File: config.mk
export PLATFORM = sky130hd
export DESIGN_NAME = fp16_packer
export DESIGN_NICKNAME = d
export VERILOG_FILES = /design/src/rtl/fp16_packer.sv
export SDC_FILE = /design/constraint.sdc
export NUM_CORES = 1
export LEC_CHECK = 0
export ABC_AREA = 0
export BUFFER_PORTS_ARGS = -buffer_cell sky130_fd_sc_hd__buf_4
export CORE_AREA = 2 2 184 114
export DETAILED_ROUTE_END_ITERATION = 8
export DIE_AREA = 0 0 186 116
export HOLD_SLACK_MARGIN = 0.05
export PLACE_DENSITY_LB_ADDON = 0.08
export SYNTH_ARGS = -nofsm -noshare
export SYNTH_HDL_FRONTEND = slang
export SYNTH_SLANG_ARGS = --single-unit
File: constraint.sdc
create_clock -name clk -period 6 [get_ports clk]
set_clock_uncertainty 0.2 [all_clocks]
set_input_delay 0.9 -clock clk [delete_from_list [all_inputs] [get_ports clk]]
set_output_delay 0.9 -clock clk [all_outputs]
set_load 0.02 [all_outputs]
File: src/rtl/fp16_packer.sv
// fp16_packer: converts FP32 elements to FP16 and packs PACK lanes per word.
// Ports: clk, rst (sync, active-high), in_valid/in_ready/in_data/in_last,
//        out_valid/out_ready/out_data/out_mask/out_last, ovf_cnt.
// Option: define FP16_PACK_SAT_EN to clamp overflow to max finite, not Inf.
module fp16_packer #(
    parameter int PACK = 4
) (
    input  logic                 clk,
    input  logic                 rst,
    input  logic                 in_valid,
    output logic                 in_ready,
    input  logic [31:0]          in_data,
    input  logic                 in_last,
    output logic                 out_valid,
    input  logic                 out_ready,
    output logic [16*PACK-1:0]   out_data,
    output logic [PACK-1:0]      out_mask,
    output logic                 out_last,
    output logic [15:0]          ovf_cnt
);

    localparam int W = 16 * PACK;
    localparam logic [1:0] LAST_LANE = 2'(PACK - 1);

    logic [W-1:0]    acc_q, acc_d;
    logic [PACK-1:0] acc_mask_q, acc_mask_d;
    logic [1:0]      lane_q, lane_d;
    logic [W-1:0]    out_data_q, out_data_d;
    logic [PACK-1:0] out_mask_q, out_mask_d;
    logic            out_last_q, out_last_d;
    logic            out_valid_q, out_valid_d;
    logic [15:0]     ovf_q, ovf_d;

    logic [7:0]      exp32;
    logic            is_ovf;
    logic            is_unf;
    logic [15:0]     half;
    logic            accept;
    logic            close;
    logic [W-1:0]    acc_new;
    logic [PACK-1:0] mask_new;
    logic            unused_bits;

    assign unused_bits = ^in_data[12:0];

    // FP32 -> FP16 with truncation; exp32-112 equals exp32[4:0]-16 mod 32
    always_comb begin
        exp32  = in_data[30:23];
        is_ovf = exp32 > 8'd142;
        is_unf = exp32 < 8'd113;
        half   = {in_data[31], in_data[27:23] - 5'd16, in_data[22:13]};
        if (is_ovf) begin
`ifdef FP16_PACK_SAT_EN
            half = {in_data[31], 5'b11110, 10'h3FF};
`else
            half = {in_data[31], 5'b11111, 10'h000};
`endif
        end else if (is_unf) begin
            half = {in_data[31], 15'h0000};
        end
    end

    assign in_ready = !out_valid_q || out_ready;
    assign accept   = in_valid && in_ready;
    assign close    = accept && ((lane_q == LAST_LANE) || in_last);

    always_comb begin
        acc_new  = acc_q;
        mask_new = acc_mask_q;
        for (int i = 0; i < PACK; i++) begin
            if (lane_q == 2'(i)) begin
                acc_new[i*16 +: 16] = half;
                mask_new[i]         = 1'b1;
            end
        end
    end

    always_comb begin
        acc_d       = acc_q;
        acc_mask_d  = acc_mask_q;
        lane_d      = lane_q;
        out_data_d  = out_data_q;
        out_mask_d  = out_mask_q;
        out_last_d  = out_last_q;
        out_valid_d = out_valid_q;
        ovf_d       = ovf_q;

        if (out_valid_q && out_ready) begin
            out_valid_d = 1'b0;
        end

        if (accept) begin
            if (is_ovf && (ovf_q != 16'hFFFF)) begin
                ovf_d = ovf_q + 16'd1;
            end
            if (close) begin
                // Output slot is free here because accept implies in_ready
                out_data_d  = acc_new;
                out_mask_d  = mask_new;
                out_last_d  = in_last;
                out_valid_d = 1'b1;
                acc_d       = '0;
                acc_mask_d  = '0;
                lane_d      = 2'd0;
            end else begin
                acc_d      = acc_new;
                acc_mask_d = mask_new;
                lane_d     = lane_q + 2'd1;
            end
        end
    end

    always_ff @(posedge clk) begin
        if (rst) begin
            acc_q       <= '0;
            acc_mask_q  <= '0;
            lane_q      <= 2'd0;
            out_data_q  <= '0;
            out_mask_q  <= '0;
            out_last_q  <= 1'b0;
            out_valid_q <= 1'b0;
            ovf_q       <= 16'd0;
        end else begin
            acc_q       <= acc_d;
            acc_mask_q  <= acc_mask_d;
            lane_q      <= lane_d;
            out_data_q  <= out_data_d;
            out_mask_q  <= out_mask_d;
            out_last_q  <= out_last_d;
            out_valid_q <= out_valid_d;
            ovf_q       <= ovf_d;
        end
    end

    assign out_valid = out_valid_q;
    assign out_data  = out_data_q;
    assign out_mask  = out_mask_q;
    assign out_last  = out_last_q;
    assign ovf_cnt   = ovf_q;

endmodule
# == Word level (Yosys, flattened, before mapping) ==
# Cells that the tools add are included.
# totals
input_bits,37
register_bits,156
output_inout_bits,87
# classes
n_eq_ne,4
reduce_logical,10
add_sub_neg,3
n_lt_le_gt_ge,2
muxes,16
# op_table
operator,count
16-bit 2-to-1 mux,4
64-bit 2-to-1 mux,1
15-bit 2-to-1 mux,2
16-bit by 1-bit adder with 16-bit output (second input constant),1
16-bit inequality test (second input constant),1
8-bit greater-than comparator (second input constant),1
8-bit by 7-bit less-than comparator with 1-bit output (second input constant),1
1-bit 2-to-1 mux,7
5-bit subtractor (second input constant),1
2-bit equality test (second input constant),2
1-bit logical AND,4
4-bit 2-to-1 mux,1
2-bit AND reduction,2
2-bit by 1-bit adder with 2-bit output (second input constant),1
2-bit by 1-bit equality test with 1-bit output (second input constant),1
2-bit zero test,1
1-bit logical OR,2
2-bit 2-to-1 mux,1
1-bit zero test,1

# == Depth between registers and ports, before layout ==
# depth
ltp_word,6
depth_mapped,8

# == Worst setup path before layout ==
# OpenSTA, ideal clock, no wires.
# synth_path
path_kind,input to register
from,in in_data[30]
to,reg ovf_q[6] (netlist: ovf_cnt[6])
path_buffers,2
path_stages,6
arrival_time_ns,2.241
slack_ns,3.435
cell_sequence,buf_4 > inv_2 > a2111o_1 > buf_2 > nor4_1 > mux2_1
# synth_via
elab_chain_len,3
# synth_lines
element,line,source
from (decl),12,"input logic [31:0] in_data,"
8-bit greater-than comparator,49,is_ovf = exp32 > 8'd142;
1-bit logical AND,93,if (is_ovf && (ovf_q != 16'hFFFF)) begin
2-bit AND reduction (no source line),-,
to (signal assigned),131,ovf_q <= ovf_d;
to (decl),32,"logic [15:0] ovf_q, ovf_d;"
# No other way between the ends.
# A chain may end at the register's enable or synchronous reset.

# == Worst setup path after layout ==
# layout_path
from,in out_ready
to,out in_ready
# layout_via
elab_chain_len,1
# layout_lines
element,line,source
from (decl),15,"input logic out_ready,"
1-bit logical OR,63,assign in_ready = !out_valid_q || out_ready;
to (decl),11,"output logic in_ready,"
# No other way between the ends.

==> flow_summary.toml <==
[placed_design]
place_area_sq_um = 7810
placed_cells = 1090
routabilityCongestion = 0.752
io_buffers = 110
hpwl_mm = 13.1

[layout]
syn_to_final_growth_pct = 22.8
layout.nets = 878
drive_above_1_share_pct = 19.8
fillCellCount = 1960
fin_area_sq_um = 8410
n_antenna_cell = 0
instances_no_fill = 1122

[yosys]
synth_cell_types = 46
yosysTopAreaCell = "dfxtp_1"
synth-seq-cells = 156
yosys-top-cells-area = "dfxtp_1 (46%), mux2i_1 (3.9%), o2111ai_1 (3.8%)"
post-synth-top-count-cell = "dfxtp_1"
synth_edf_count = 0
ys_seq_area_share_pct = 45.6
synth_common_cells = "dfxtp_1 (156), clkbuf_1 (66), nand2_1 (62)"
ys.warnings.count = 0
yosysTopAreaCellShare_pct = 45.6
synth_area_per_cell_sq_um = 8.83
syn-num-nets = 818
syn_inst = 776
syn_area_sq_um = 6850
synthArstFlopShare_pct = 0
ys.flop_type = "dfxtp_1"

[global_route]
grt_usage_pct = 20.1
grt-ovfl-total = 0
antenna_found_initial = 1
grt_max_degree = 76
grt_pass1_wl_mm = 33.5
grt_pass1_vias = 6063

[clock_network]
cts_sinks = 156
post_cts_resized = 0
cts_tree = "yes"
cts_buffers = 17
postCtsHoldBufs = 0
postCtsSetupRepairBufs = 0
htree_levels = 4
insertion_delay_ps = 430
clockBufferDepth = 2
root_buffer = "clkbuf_16"
path_clk_slew_ps = 60

[critical_path]
critPathBufInv = 3
path_cells = "buf_4 > nor2b_1 > clkinv_1 > buf_4"
slowest_stage = "nor2b_1"
startpoint_type = "primary input"
cpLargestDelayFamily = "buffers and inverters"
critPathMaxFanout = 9
worstSetupPathType = "primary input to output port"
max_stage_delay_ps = 500
worstSetupPathDepth = 4
end_kind = "output port"
required_ps = 4900
reg2regPathDepth = 6
crit_path_frequent_cell = "buf_4"
worstPathArrival_ps = 2260

[timing]
rsz0062_at_grt = "no"
whs_ps = 252
post-route-min-period_ps = 3360
fin_crit_sh_pct = 56.0
setup-tns-final_ps = 0
fmaxAchievable_ghz = 0.298
worstMarginPinSlew_ps = 1290
hold_viol = 0
setup_viol = 0
max_slew_margin_pct = 13.5
slew_violations = 0

[floorplanning]
ios = 124
dieArea_sq_um = 21600
rows = 40
die_y_microns = 116
die_w_microns = 186
floorplan.initialDensity_pct = 34.7
fp.coreArea_sq_um = 19800

[routing]
wl_mm = 21.1
drt_iter0_drc = 517
wl_per_cell_microns = 18.8
drcViolationCount = 0
antenna_left = 0
num_vias = 6274
drt_pass1_iterations = 5
via_per_inst = 5.59

[pwr]
clkPwrFrac_pct = 46.1
p_comb_share_pct = 9.9
power_frac_seq_pct = 44.1
p_per_area_nw_per_um2 = 288
ir_drop_uv = 244
power.internal_w = 0.00176
p_sw_share_pct = 27.5
switchingPower_w = 0.000667
p_leak_nw = 3.07

[status]
status = "complete, no violations"

[worst_hold_path]
hp-class = "flop to flop"
holdPathStages = 2

[job]
drv_cap = 0
path summary, 6_finish.rpt:
path,from,to,slack [ps]
worst max-delay path,out_ready,in_ready,2640
worst min-delay path,acc_q[40],acc_q[40],250
worst max register to register,lane_q[0],acc_q[25],2760
worst min register to register,acc_q[40],acc_q[40],250
per-stage QoR:
step / total power (W) / worst slack, ps / util (%)
finish: 0.00243 / 2640 / 42.5
detailed placement: 0.00133 / 2380 / 39.5
global placement: 0.00133 / 2470 / 39.5
global route: 0.00252 / 2530 / 42.5
floorplan: 0.00124 / 3440 / -
CTS: 0.00245 / 2660 / 42.5
final cells by class:
cell class                      instances  area, sq um  share of cell area [%]
Timing Repair Buffer                  125          938                    11.2
Multi-Input combinational cell        519         3350                    39.8
Clock inverter                         15          173                    2.05
Sequential cell                       156         3120                    37.1
Clock buffer                           17          425                    5.06
Inverter                               17         63.8                   0.759
Tap cell                              273          342                    4.06
cells in the final DEF, fill, tap and decap left out, drive strengths merged, types with 2 or more instances in the layout:
cell type / n
a211oi: 24
a21oi: 50
a22oi: 11
a31oi: 28
a32oi: 18
and2: 17
and3: 35
and4: 4
buf: 125
bufinv: 2
clkbuf: 17
clkinv: 3
clkinvlp: 2
dfxtp: 156
ha: 5
inv: 25
mux2: 3
mux2i: 27
nand2: 62
nand3: 8
nand3b: 27
nand4: 5
nor2: 54
nor2b: 7
nor3: 15
nor4: 7
nor4b: 2
o2111ai: 31
o211ai: 33
o21ai: 13
o2bb2ai: 4
o31ai: 8
o41ai: 2
or4: 11
power by group through the flow:
| stage | combinational [W] | sequential, W | clock (W) |
|---|---|---|---|
| 6_report | 0.000240 | 0.00107 | 0.00112 |
| 5_1_grt | 0.000261 | 0.00107 | 0.00119 |
| 4_1_cts | 0.000240 | 0.00107 | 0.00114 |
| 3_5_place_dp | 0.000239 | 0.00109 | 0 |
| 3_3_place_gp | 0.000235 | 0.00109 | 0 |
| 2_1_floorplan | 0.000130 | 0.00111 | 0 |
worst register-to-register path: stages, from the launching register on:
cell       delay (ps)
dfxtp_1           350
ha_1              440
or2_0             340
nor3_2            980
buf_4             500
o2111ai_1         180
a21oi_1           200
metal layers:
metal / vias up / share of wire, % / global-route usage (%)
met1: 3080 / 48 / 28.3
met4: 0 / 1.2 / 5.77
met5: - / 0 / 0
li1: 3018 / - / -
met2: 160 / 44 / 30.3
met3: 16 / 6.0 / 5.25
flip-flops by register name (all words and copies together), names as in the netlist:
signal,cells
acc_mask_q,4
acc_q,64
lane_q,2
out_data,64
out_last,1
out_mask,4
out_valid,1
ovf_cnt,16
logic make-up after synthesis:
family	after synthesis	share of synthesized area (%)
AO/OA/AOI/OAI	225	23.1
XOR/XNOR	1	0.128
adder cells (fa/ha/maj)	5	0.913
buffers and inverters	101	5.81
flip-flops	156	45.6
multiplexers	30	4.44
AND/OR/NAND/NOR	258	20.0
Note: power is estimated with default switching activity, not from simulation.
